`src/rtl/bk_video_pkg.sv`:
```
// Shared pixel codes, shifter geometry and parameter defaults for the BK video shifter.
package bk_video_pkg;

  typedef enum logic [1:0] {
    PIX_BLACK = 2'd0,
    PIX_BLUE  = 2'd1,
    PIX_GREEN = 2'd2,
    PIX_RED   = 2'd3
  } pix_e;

  localparam int SHIFT_LEN       = 8;
  localparam int IRQ_DIV_DEFAULT = 1;
  localparam int IRQ_LEN_DEFAULT = 64;

  // One-hot {R,G,B} for a 2-bit colour pixel; black gives all zeros.
  function automatic logic [2:0] pix_to_rgb(input logic [1:0] p);
    logic [2:0] rgb;
    rgb = 3'b000;
    case (pix_e'(p))
      PIX_BLUE:  rgb = 3'b001;
      PIX_GREEN: rgb = 3'b010;
      PIX_RED:   rgb = 3'b100;
      default:   rgb = 3'b000;
    endcase
    return rgb;
  endfunction

endpackage

```
`src/rtl/bk_video_shifter_if.sv`:
```
// Pin bundle between the va_037 controller side and the video shifter.
interface bk_video_shifter_if;

  logic [15:0] PIN_nD;
  logic        PIN_WTI;
  logic        PIN_nVSYNC;
  logic        PIN_MONO;
  logic        PIN_IRQEN;
  logic        PIN_nIAK;
  logic        PIN_R;
  logic        PIN_G;
  logic        PIN_B;
  logic [1:0]  PIN_M;
  logic        PIN_nIRQ2;
  logic        PIN_UNDER;

  modport master (
    output PIN_nD, PIN_WTI, PIN_nVSYNC, PIN_MONO, PIN_IRQEN, PIN_nIAK,
    input  PIN_R, PIN_G, PIN_B, PIN_M, PIN_nIRQ2, PIN_UNDER
  );

  modport slave (
    input  PIN_nD, PIN_WTI, PIN_nVSYNC, PIN_MONO, PIN_IRQEN, PIN_nIAK,
    output PIN_R, PIN_G, PIN_B, PIN_M, PIN_nIRQ2, PIN_UNDER
  );

endinterface

```
`src/rtl/bk_irq2_gen.sv`:
```
// VSYNC-derived IRQ2 request: edge detect, divide-by-IRQ_DIV, timed low pulse with acknowledge.
module bk_irq2_gen
  import bk_video_pkg::*;
#(
  parameter int IRQ_DIV = IRQ_DIV_DEFAULT,
  parameter int IRQ_LEN = IRQ_LEN_DEFAULT
) (
  input  logic clk,
  input  logic rst_n,
  input  logic n_vsync,
  input  logic irq_en,
  input  logic n_iak,
  output logic n_irq2
);

  logic       vsync_q, vsync_d;
  logic       vsync_prev_q, vsync_prev_d;
  logic       iak_q, iak_d;
  logic       active_q, active_d;
  logic [1:0] div_q, div_d;
  logic [7:0] len_q, len_d;
  logic       rise;
  logic       terminal;

  always_comb begin
    rise         = vsync_q & ~vsync_prev_q;
    terminal     = rise && (div_q == 2'(IRQ_DIV - 1));
    vsync_d      = n_vsync;
    vsync_prev_d = vsync_q;
    iak_d        = ~n_iak;
    div_d        = div_q;
    active_d     = active_q;
    len_d        = len_q;

    if (rise) begin
      div_d = terminal ? 2'd0 : div_q + 2'd1;
    end

    // A retrigger while active just reloads the length, so the output never blips high.
    if (!irq_en) begin
      active_d = 1'b0;
    end else if (terminal) begin
      active_d = 1'b1;
      len_d    = 8'(IRQ_LEN);
    end else if (active_q) begin
      if (iak_q || len_q == 8'd1) begin
        active_d = 1'b0;
      end else begin
        len_d = len_q - 8'd1;
      end
    end
  end

  always_ff @(posedge clk or negedge rst_n) begin
    if (!rst_n) begin
      vsync_q      <= 1'b1;
      vsync_prev_q <= 1'b1;
      iak_q        <= 1'b0;
      active_q     <= 1'b0;
      div_q        <= 2'd0;
      len_q        <= 8'd0;
    end else begin
      vsync_q      <= vsync_d;
      vsync_prev_q <= vsync_prev_d;
      iak_q        <= iak_d;
      active_q     <= active_d;
      div_q        <= div_d;
      len_q        <= len_d;
    end
  end

  assign n_irq2 = ~active_q;

endmodule

```
`src/rtl/bk_video_shifter.sv`:
```
// Captures a DRAM screen word on WTI and serialises it as colour or mono pixels;
// also hosts the IRQ2 generator and the sticky underrun flag.
module bk_video_shifter
  import bk_video_pkg::*;
#(
  parameter int IRQ_DIV = IRQ_DIV_DEFAULT,
  parameter int IRQ_LEN = IRQ_LEN_DEFAULT
) (
  input  logic              PIN_CLK,
  input  logic              PIN_nR,
  bk_video_shifter_if.slave bus
);

  logic [15:0] data;
  logic [7:0]  e_q, e_d;
  logic [7:0]  o_q, o_d;
  logic [3:0]  cnt_q, cnt_d;
  logic        mode_q, mode_d;
  logic        armed_q, armed_d;
  logic        under_q, under_d;
  logic        r_q, r_d;
  logic        g_q, g_d;
  logic        b_q, b_d;
  logic [1:0]  m_q, m_d;
  logic [1:0]  pix;
  logic [2:0]  rgb;

  always_comb begin
    data    = ~bus.PIN_nD;
    e_d     = e_q;
    o_d     = o_q;
    cnt_d   = cnt_q;
    mode_d  = mode_q;
    armed_d = armed_q | bus.PIN_WTI;

    if (bus.PIN_WTI) begin
      for (int i = 0; i < SHIFT_LEN; i++) begin
        e_d[i] = data[2*i];
        o_d[i] = data[2*i+1];
      end
      cnt_d  = 4'd0;
      mode_d = bus.PIN_MONO;
    end else if (cnt_q < 4'(SHIFT_LEN)) begin
      e_d   = {1'b0, e_q[7:1]};
      o_d   = {1'b0, o_q[7:1]};
      cnt_d = cnt_q + 4'd1;
    end

    // Running dry without a fresh word is the underrun; reloading on that same edge is fine.
    under_d = under_q | (armed_q && !bus.PIN_WTI && cnt_d == 4'(SHIFT_LEN));

    pix = {o_q[0], e_q[0]};
    rgb = pix_to_rgb(pix);
    if (mode_q) begin
      {r_d, g_d, b_d} = 3'b000;
      m_d             = pix;
    end else begin
      {r_d, g_d, b_d} = rgb;
      m_d             = 2'b00;
    end
  end

  always_ff @(posedge PIN_CLK or negedge PIN_nR) begin
    if (!PIN_nR) begin
      e_q     <= 8'd0;
      o_q     <= 8'd0;
      cnt_q   <= 4'(SHIFT_LEN);
      mode_q  <= 1'b0;
      armed_q <= 1'b0;
      under_q <= 1'b0;
      r_q     <= 1'b0;
      g_q     <= 1'b0;
      b_q     <= 1'b0;
      m_q     <= 2'b00;
    end else begin
      e_q     <= e_d;
      o_q     <= o_d;
      cnt_q   <= cnt_d;
      mode_q  <= mode_d;
      armed_q <= armed_d;
      under_q <= under_d;
      r_q     <= r_d;
      g_q     <= g_d;
      b_q     <= b_d;
      m_q     <= m_d;
    end
  end

  assign bus.PIN_R     = r_q;
  assign bus.PIN_G     = g_q;
  assign bus.PIN_B     = b_q;
  assign bus.PIN_M     = m_q;
  assign bus.PIN_UNDER = under_q;

  bk_irq2_gen #(
    .IRQ_DIV(IRQ_DIV),
    .IRQ_LEN(IRQ_LEN)
  ) u_irq2 (
    .clk    (PIN_CLK),
    .rst_n  (PIN_nR),
    .n_vsync(bus.PIN_nVSYNC),
    .irq_en (bus.PIN_IRQEN),
    .n_iak  (bus.PIN_nIAK),
    .n_irq2 (bus.PIN_nIRQ2)
  );

endmodule

```
`src/flat_wrapper.sv`:
```
// flat-port wrapper written by rule: the top's interface ports become plain ports
module bk_video_shifter_flat import bk_video_pkg::*;
#(
  parameter int IRQ_DIV = IRQ_DIV_DEFAULT,
  parameter int IRQ_LEN = IRQ_LEN_DEFAULT
)
  (PIN_CLK, PIN_nR, bus_PIN_nD, bus_PIN_WTI, bus_PIN_nVSYNC, bus_PIN_MONO, bus_PIN_IRQEN, bus_PIN_nIAK, bus_PIN_R, bus_PIN_G, bus_PIN_B, bus_PIN_M, bus_PIN_nIRQ2, bus_PIN_UNDER);
  bk_video_shifter_if bus_i ();
  input  logic PIN_CLK;
  input  logic PIN_nR;
  input wire logic [$bits(bus_i.PIN_nD)-1:0] bus_PIN_nD;
  input wire logic [$bits(bus_i.PIN_WTI)-1:0] bus_PIN_WTI;
  input wire logic [$bits(bus_i.PIN_nVSYNC)-1:0] bus_PIN_nVSYNC;
  input wire logic [$bits(bus_i.PIN_MONO)-1:0] bus_PIN_MONO;
  input wire logic [$bits(bus_i.PIN_IRQEN)-1:0] bus_PIN_IRQEN;
  input wire logic [$bits(bus_i.PIN_nIAK)-1:0] bus_PIN_nIAK;
  output wire logic [$bits(bus_i.PIN_R)-1:0] bus_PIN_R;
  output wire logic [$bits(bus_i.PIN_G)-1:0] bus_PIN_G;
  output wire logic [$bits(bus_i.PIN_B)-1:0] bus_PIN_B;
  output wire logic [$bits(bus_i.PIN_M)-1:0] bus_PIN_M;
  output wire logic [$bits(bus_i.PIN_nIRQ2)-1:0] bus_PIN_nIRQ2;
  output wire logic [$bits(bus_i.PIN_UNDER)-1:0] bus_PIN_UNDER;
  assign bus_i.PIN_nD = bus_PIN_nD;
  assign bus_i.PIN_WTI = bus_PIN_WTI;
  assign bus_i.PIN_nVSYNC = bus_PIN_nVSYNC;
  assign bus_i.PIN_MONO = bus_PIN_MONO;
  assign bus_i.PIN_IRQEN = bus_PIN_IRQEN;
  assign bus_i.PIN_nIAK = bus_PIN_nIAK;
  assign bus_PIN_R = bus_i.PIN_R;
  assign bus_PIN_G = bus_i.PIN_G;
  assign bus_PIN_B = bus_i.PIN_B;
  assign bus_PIN_M = bus_i.PIN_M;
  assign bus_PIN_nIRQ2 = bus_i.PIN_nIRQ2;
  assign bus_PIN_UNDER = bus_i.PIN_UNDER;
  bk_video_shifter #(.IRQ_DIV(IRQ_DIV), .IRQ_LEN(IRQ_LEN)) u_core (.PIN_CLK(PIN_CLK), .PIN_nR(PIN_nR), .bus(bus_i));
endmodule
```
`config.mk`:
```
export PLATFORM = sky130hd
export DESIGN_NAME = bk_video_shifter_flat
export DESIGN_NICKNAME = d
export VERILOG_FILES = /design/src/rtl/bk_video_pkg.sv /design/src/rtl/bk_video_shifter_if.sv /design/src/rtl/bk_irq2_gen.sv /design/src/rtl/bk_video_shifter.sv /design/src/flat_wrapper.sv
export SDC_FILE = /design/constraint.sdc
export NUM_CORES = 1
export LEC_CHECK = 0
export ABC_AREA = 0
export BUFFER_PORTS_ARGS = -buffer_cell sky130_fd_sc_hd__clkbuf_2
export CORE_MARGIN = 4
export CORE_UTILIZATION = 45
export DETAILED_ROUTE_END_ITERATION = 16
export GPL_TIMING_DRIVEN = 0
export MAX_ROUTING_LAYER = met4
export PLACE_DENSITY = 0.68
export SETUP_SLACK_MARGIN = 0.2
export SLEW_MARGIN = 20
export SYNTH_ARGS = -nofsm -noshare
export SYNTH_HDL_FRONTEND = slang
export SYNTH_SLANG_ARGS = --single-unit
```
`constraint.sdc`:
```
create_clock -name PIN_CLK -period 1.53 [get_ports PIN_CLK]
set_clock_uncertainty 0.05 [all_clocks]
set_input_delay 0.306 -clock PIN_CLK [delete_from_list [all_inputs] [get_ports PIN_CLK]]
set_output_delay 0.306 -clock PIN_CLK [all_outputs]
set_load 0.02 [all_outputs]
```
Word-level counts from Yosys, hierarchy flattened. Cells that the tools add are included.

Register bits after elaboration: 42. Input bits: 23. Output and inout port bits: 7. Logic and storage cells: 61.

Add/sub/neg operators: 3. Order comparisons: 1. Equal/unequal tests: 6. Multiplexer cells: 19. Bitwise logic cells: 7. Reductions and logical operators: 9.

Operator list (count): 8-bit two-way mux (7); 16-bit inverter (1); 3-bit case mux with 3 select lines (1); 8-bit by 1-bit == test with 1-bit output, second input constant (1); 4-bit two-way mux (2); 8-bit by 1-bit subtractor with 8-bit output, second input constant (1); 1-bit two-way mux (7); 4-bit by 1-bit adder with 4-bit output, second input constant (1); 2-bit == test, second input constant (2); 4-bit == test, second input constant (1); 4-bit < comparator, second input constant (1); 2-bit two-way mux (2); 2-bit nonzero test (2); 1-bit logical AND (3); 1-bit inverter (3); 3-bit AND reduction (1); 2-bit by 1-bit adder with 2-bit output, second input constant (1); 2-bit by 1-bit == test with 1-bit output, second input constant (1); 2-bit logical NOT (1); 2-bit inequality test, second input constant (1); 1-bit OR (2); 1-bit bitwise AND (1); 1-bit logical NOT (1); 1-bit logical OR (1).

Longest topological paths before layout. Gate-level depths: netlist of run 1.

Depth after elaboration: 6. Mapped depth: 5. Gate-level depth less buffers: 5.

Cells and area by module. From an unflattened synthesis of run 1, not the netlist that was laid out.

Cells, all modules: 172. Area total of the unflattened synthesis: 1978.1 um2.

By module, submodules not included: bk_video_shifter (times used 1, cells an instance 101, area each 1184.9 um2, sequential area each 701.9 um2); bk_irq2_gen (times used 1, cells an instance 71, area each 793.3 um2, sequential area each 352.8 um2).

Worst setup path after synthesis of run 1. OpenSTA, ideal clock, no wires.

Path type: register to register. Start point: register u_core.u_irq2.len_q[1]. End point: register u_core.u_irq2.active_q. Library setup time: 0.127 ns. Arrival: 1.360 ns. Required time: 1.353 ns. Setup slack: -0.007 ns. Cell stages (with the launch flop): 6. Path buffers: 0. Period minus slack after synthesis: 1.537 ns. Cells stage by stage: dfrtp_1 -> inv_1 -> ha_1 -> nor4b_2 -> a21oi_1 -> or2_2.

Cells in the longest elaborated chain, start to end: 6.

Ends and longest elaborated chain: start, declared (line bk_irq2_gen.sv:21) `logic [7:0] len_q, len_d;`; start signal, assigned (line bk_irq2_gen.sv:68) `len_q <= len_d;`; 8-bit by 1-bit == test with 1-bit output (line bk_irq2_gen.sv:46) `if (iak_q || len_q == 8'd1) begin`; 1-bit logical OR (line bk_irq2_gen.sv:46); 1-bit two-way mux (line bk_irq2_gen.sv:46); 1-bit two-way mux (line bk_irq2_gen.sv:45) `end else if (active_q) begin`; 1-bit two-way mux (line bk_irq2_gen.sv:42) `end else if (terminal) begin`; 1-bit two-way mux (line bk_irq2_gen.sv:40) `if (!irq_en) begin`; named net u_core.u_irq2.active_d (line bk_irq2_gen.sv:19) `logic active_q, active_d;`; end signal, assigned (line bk_irq2_gen.sv:66) `active_q <= active_d;`; end, declared (line bk_irq2_gen.sv:19).

The timed path passes the listed nets, and every way through them passes these cells. A chain may end at the register's enable or synchronous reset.

Final worst setup path of run 1.
Start point: register u_core.u_irq2.len_q[2]. End point: register u_core.u_irq2.len_q[6].

Cells in the longest elaborated chain, start to end: 4. Elaborated cells on any way between the ends: 8.

Ends and longest elaborated chain (line): 8-bit by 1-bit subtractor with 8-bit output / 8-bit by 1-bit == test with 1-bit output (equally long branches) (bk_irq2_gen.sv:49, bk_irq2_gen.sv:46); 8-bit two-way mux / 1-bit logical OR (equally long branches) (bk_irq2_gen.sv:46); 8-bit two-way mux / 2-bit inequality test (equally long branches); 8-bit two-way mux / 3-bit AND reduction (equally long branches).

Parallel ways exist; a longest one is shown, timed or not. The select of a mux whose other input is x is not followed.

==> flow_summary.toml, run 1 <==
[outcome]
outcome = "finished, violations left"
violations = "negative setup slack"

[synthesis]
netlist_area_um2 = 1930
synth_common_cells = "39 x dfrtp_1, 20 x nor2b_1, 18 x a21oi_1"
yosysSeqAreaShare_pct = 54.7
avgSynthCellArea_um2 = 11.0
synth_area_leaders = "dfrtp_1 51%, nor2b_1 6.5%, a211oi_1 5.8%"
synth_top_area_share_pct = 50.6
async_flop_share_pct = 100
synth-edff-count = 0
ys.warnings.count = 0
syn_inst = 176
ys_ff_latch = 42
synth_top_cell_by_area = "dfrtp_1"
synth_cell_types = 41
syn-num-nets = 203
synth.most_common_cell = "dfrtp_1"
synthFlopType = "dfrtp_1"

[clock_network]
cts_root_buf = "clkbuf_8"
clk_path_buf_depth = 2
hold_buffers = 0
clk_pin_slew_ns = 0.08
cts_buffers = 5
insertion_delay_ns = 0.29
htreeDepth = 2
cts_tree = "built"
clkSinkCount = 42

[run]
maxCapViolations = 0

[floorplan]
core_um2 = 4060
start_util_pct = 47.5
fp.dieH_um = 73.5
chipWidth_um = 73.5
io-pin-count = 30
row_count = 23
dieArea_um2 = 5400

[timing]
report.final.slew_viol_count = 0
rsz0062_at_grt = "true"
tns_ns = -0.0773
fin_ws_ns = -0.0387
setup-violations-final = 3
period_share_pct = 103
fin_crit_ns = 1.57
max_freq_ghz = 0.637
tightest_slew_ns = 0.923
finalHoldViolCount = 0
maxSlewHeadroom_pct = 38.5

[grt]
grt_overflow_total = 0
grt_pass1_vias = 1673
grt_usage_pct = 18.1
grt_pass1_wl_um = 7390
grt_max_degree = 43
antenna_found_initial = 0

[placed_design]
pre_cts_slack_ns = -0.0869
hpwl_um = 2780
gp_congestion = 0.847
port_buffers = 28
placed_cell_area_um2 = 2140

[detailed_routing]
drtIter0Drc = 81
drt_pass1_iterations = 4
via_per_inst = 5.54
wire_per_inst_um = 16.0
ant_nets = 0
dr_total_vias = 1595
routed_wl_um = 4620
drc = 0

[worst_setup_path]
start_kind = "register"
reg2reg_slack_ns = -0.04
slowest_stage = "dfrtp_1"
cp.required_ns = 1.64
rr_worst_depth = 4
regToRegEndpoint = "u_core.u_irq2.len_q[6]"
path_class = "register to register"
worstPathMaxFanout = 4
worst_setup_path_end_kind = "register"
timing.rr.start = "u_core.u_irq2.len_q[2]"
slowest_delay_ns = 0.41
crit_arrival_ns = 1.67
path_cells = "or3_4 > buf_4 > o31ai_2 > o311ai_4"

[cells_and_area]
num_antenna_cells = 0
multi_input_area_um2 = 1030
regArea_um2 = 1060
fillers = 311
nets = 264
fin_area_um2 = 2710
drive_gt1_share_pct = 45.8
area_growth_pct = 40.5

[pwr]
p_leak_nw = 1.21
vdd_drop_max_uv = 671
p_per_area_nw_per_um2 = 987

[min_path]
hold_class = "primary input to register"
hold_start = "bus_PIN_nVSYNC"
holdPathStages = 1
min_delay_worst_endpoint = "u_core.u_irq2.vsync_prev_d"
## layer usage
metal  vias to the layer above  GRT usage (%)  share of wire [%]
met5                         -              -                  0
met4                         0           6.64                1.9
met3                        10           4.79                4.1
met2                        38           31.8                 54
met1                       794           19.5                 40
li1                        753              -                  -
## registers in the layout (all words and copies together), names as in the netlist
name / cells
u_core.e_q: 8
u_core.o_q: 8
u_core.u_irq2.len_q: 8
u_core.cnt_q: 4
u_core.bus.PIN_M: 2
u_core.u_irq2.div_q: 2
u_core.armed_q: 1
u_core.bus.PIN_B: 1
u_core.bus.PIN_G: 1
u_core.bus.PIN_R: 1
u_core.bus.PIN_UNDER: 1
u_core.mode_q: 1
u_core.u_irq2.active_q: 1
u_core.u_irq2.iak_q: 1
u_core.u_irq2.vsync_prev_d: 1
u_core.u_irq2.vsync_prev_q: 1
## worst max-delay path, delay by kind of cell, from the launching register on
kind / cells / cell delay (ns)
simple gates: 1 / 0.40
flops: 1 / 0.41
compound gates: 2 / 0.43
buf+inv: 1 / 0.15
## where the power goes
part / internal [mW] / total, mW / switching (mW) / leakage, nW
registers: 1.21 / 1.31 / 0.0956 / 0.510
clock network: 0.322 / 0.696 / 0.374 / 0.0452
logic: 0.349 / 0.667 / 0.318 / 0.652
## final cells by class
cell class | instances | area share, %
plain buffers | 7 | 2.26
multi-input cells | 119 | 37.9
inverters | 8 | 1.11
repair buffers | 54 | 14.2
clock inverters | 2 | 0.508
well taps | 50 | 2.31
clock buffers | 6 | 2.68
flip-flops and latches | 42 | 39.0
## through the flow
step | total power [mW] | util [%] | hold slack (ns) | instances
final | 2.67 | 66.8 | 0.0352 | 288
after global routing | 2.82 | 66.8 | 0.0247 | 288
after CTS | 2.55 | 60.0 | 0.0213 | 281
after detailed placement | 1.73 | 52.9 | 0.322 | 254
after global placement | 1.70 | 52.9 | 0.315 | 254
after floorplan | 1.59 | - | -0.0396 | 176
## kinds of logic (layout without fill, tap and decap cells)
group	after synthesis	after routing	synth area share, %
flops	42	42	54.7
simple gates	59	59	18.9
fa+ha+maj	4	4	2.60
xor+xnor	2	2	0.909
buf+inv	15	77	3.05
compound gates	46	46	15.6
mux	8	8	4.22
## worst max path at each step
stage,start,end,slack [ns]
after global placement,u_core.u_irq2.len_q[1],u_core.u_irq2.active_q,-0.06
final,u_core.u_irq2.len_q[2],u_core.u_irq2.len_q[6],-0.04
after detailed placement,u_core.u_irq2.len_q[1],u_core.u_irq2.active_q,-0.09
after CTS,u_core.u_irq2.len_q[1],u_core.u_irq2.active_q,-0.03
after global routing,u_core.u_irq2.len_q[0],u_core.u_irq2.len_q[3],-0.07
after floorplan,u_core.u_irq2.len_q[0],u_core.u_irq2.len_q[7],0.08
## cell usage in the layout (no fill, tap or decap), drive strengths merged, types with 3 or more instances in the layout
master,synthesis,final
buf,4,31
or3,4,4
nand2,9,9
dfrtp,39,39
dfstp,3,3
a21o,3,3
ha,4,4
a211oi,15,15
inv,8,8
clkbuf,3,36
a21oi,18,18
nor2b,20,20
mux2i,7,7
nor2,5,5
## timing repair
item,in CTS,in global routing
resized for setup,16,47
gates cloned,1,1
setup endpoints to repair,23,25
pin swaps,10,17
buffers inserted,18,6
endpoints found under the hold margin,0,0
(Power assumes the default switching activity.)
==> inputs of run 2 (changes only) <==
- CELL_PAD_IN_SITES_DETAIL_PLACEMENT: unset -> 0
- CELL_PAD_IN_SITES_GLOBAL_PLACEMENT: unset -> 1
- CORE_UTILIZATION: 45 -> 39
- PLACE_DENSITY: 0.68 -> unset
- PLACE_DENSITY_LB_ADDON: unset -> 0.1
==> flow_summary.toml, run 2 (synthesis results as in run 1) <==
[grt]
grt_overflow_total = 0
grt_pass1_wl_um = 7540
antenna_found_initial = 0
grt_usage_pct = 16.0
grt_max_degree = 43
grt_pass1_vias = 1610

[detailed_routing]
routed_wl_um = 4600
wire_per_inst_um = 15.3
ant_nets = 0
dr_total_vias = 1540
via_per_inst = 5.12
drt_pass1_iterations = 4
drtIter0Drc = 55
drc = 0

[floorplan]
core_um2 = 4750
chipWidth_um = 78.3
start_util_pct = 40.6
row_count = 25
fp.dieH_um = 78.3
io-pin-count = 30
dieArea_um2 = 6130

[timing]
maxSlewHeadroom_pct = 39.1
finalHoldViolCount = 0
tightest_slew_ns = 0.914
setup-violations-final = 2
fin_crit_ns = 1.58
period_share_pct = 103
fin_ws_ns = -0.0510
max_freq_ghz = 0.633
rsz0062_at_grt = "true"
report.final.slew_viol_count = 0

[cells_and_area]
drive_gt1_share_pct = 44.0
multi_input_area_um2 = 997
final_cell_mix = "37 x dfrtp_1, 28 x clkbuf_2, 18 x nor2b_1, 18 x buf_4, 16 x a21oi_1"
final_util_pct = 56.5
fillers = 427
largestRegisters = "u_core.e_q x8, u_core.o_q x8, u_core.u_irq2.len_q x8"
nets = 260
regArea_um2 = 1060
layout_commonest_cell = "dfrtp_1"
area_growth_pct = 39.3
num_antenna_cells = 0

[worst_setup_path]
worstPathMaxFanout = 5
slowest_stage = "or4_4"
start_kind = "register"
crit_arrival_ns = 1.70
regToRegEndpoint = "u_core.u_irq2.len_q[7]"
path_class = "register to register"
setup.worst_path.end = "u_core.u_irq2.len_q[7]"
path_cells = "or4_4 > o311ai_4 > o41ai_2"
reg2reg_slack_ns = -0.05
worst_setup_path_end_kind = "register"
crit_start = "u_core.u_irq2.len_q[0]"
slowest_delay_ns = 0.58
critical-path-top-delay-family = "simple AND/OR/NAND/NOR gates"
timing.rr.start = "u_core.u_irq2.len_q[0]"
rr_worst_depth = 3
cp.required_ns = 1.65
critPathBufInv = 0
cp_num_cells = 3

[pwr]
p_leak_nw = 1.18
vdd_drop_max_uv = 554
power_mw = 2.75
p_per_area_nw_per_um2 = 1030

[placed_design]
port_buffers = 28
gp_congestion = 0.790
hpwl_um = 2780

[clock_network]
htreeDepth = 2
cts_buffers = 5
clk_pin_slew_ns = 0.08
clk_path_buf_depth = 2
insertion_delay_ns = 0.29
cts_root_buf = "clkbuf_8"
clkSinkCount = 42
hold_buffers = 0
cts_tree = "built"

[outcome]
violations = "negative setup slack"
outcome = "finished, violations left"

[min_path]
hold_class = "primary input to register"

[run]
maxCapViolations = 0
==> run 2: per-layer routing <==
metal	routed length, µm	track usage (%)	up-vias
li1	-	-	745
met1	1920	18.3	756
met2	2450	27.3	35
met3	195	4.82	4
met4	33	4.55	0
met5	0	-	-
==> run 2: power by group <==
group / internal [mW] / switching, mW / leakage [nW]
logic: 0.289 / 0.302 / 0.621
registers: 1.22 / 0.0904 / 0.508
clock network: 0.488 / 0.369 / 0.0524
==> run 2: timing repair <==
item,in CTS,in global routing
pin swaps,7,11
endpoints found under the setup margin,23,27
setup buffers,17,3
gates resized for setup,14,42
gates cloned,1,1
==> run 2: layout make-up <==
type	instances	area share [%]
repair buffers	50	13.0
plain buffers	7	2.33
clock buffers	7	2.84
flip-flops and latches	42	39.4
multi-input cells	119	37.1
inverters	8	1.12
clock inverters	1	1.12
well taps	67	3.12
==> run 2: how the worst min path moves through the flow <==
stage,startpoint,to,cells after the start
5_1_grt,bus_PIN_nVSYNC,u_core.u_irq2.vsync_prev_d,1
3_3_place_gp,u_core.u_irq2.vsync_prev_d,u_core.u_irq2.vsync_prev_q,0
2_1_floorplan,PIN_nR,u_core.armed_q,0
6_report,bus_PIN_nVSYNC,u_core.u_irq2.vsync_prev_d,1
4_1_cts,bus_PIN_nVSYNC,u_core.u_irq2.vsync_prev_d,1
3_5_place_dp,u_core.u_irq2.vsync_prev_d,u_core.u_irq2.vsync_prev_q,0
==> run 2: through the flow <==
step	instances	hold WS (ns)	setup WS [ns]	setup TNS, ns	area [µm²]
6_report	301	0.0505	-0.0510	-0.0537	2690
5_1_grt	301	0.0333	-0.107	-0.557	2690
4_1_cts	297	0.0397	-0.0377	-0.124	2460
3_5_place_dp	271	0.314	-0.116	-0.336	2170
3_3_place_gp	271	0.314	-0.0775	-0.173	2170
2_1_floorplan	176	-0.0396	0.0754	0	1940
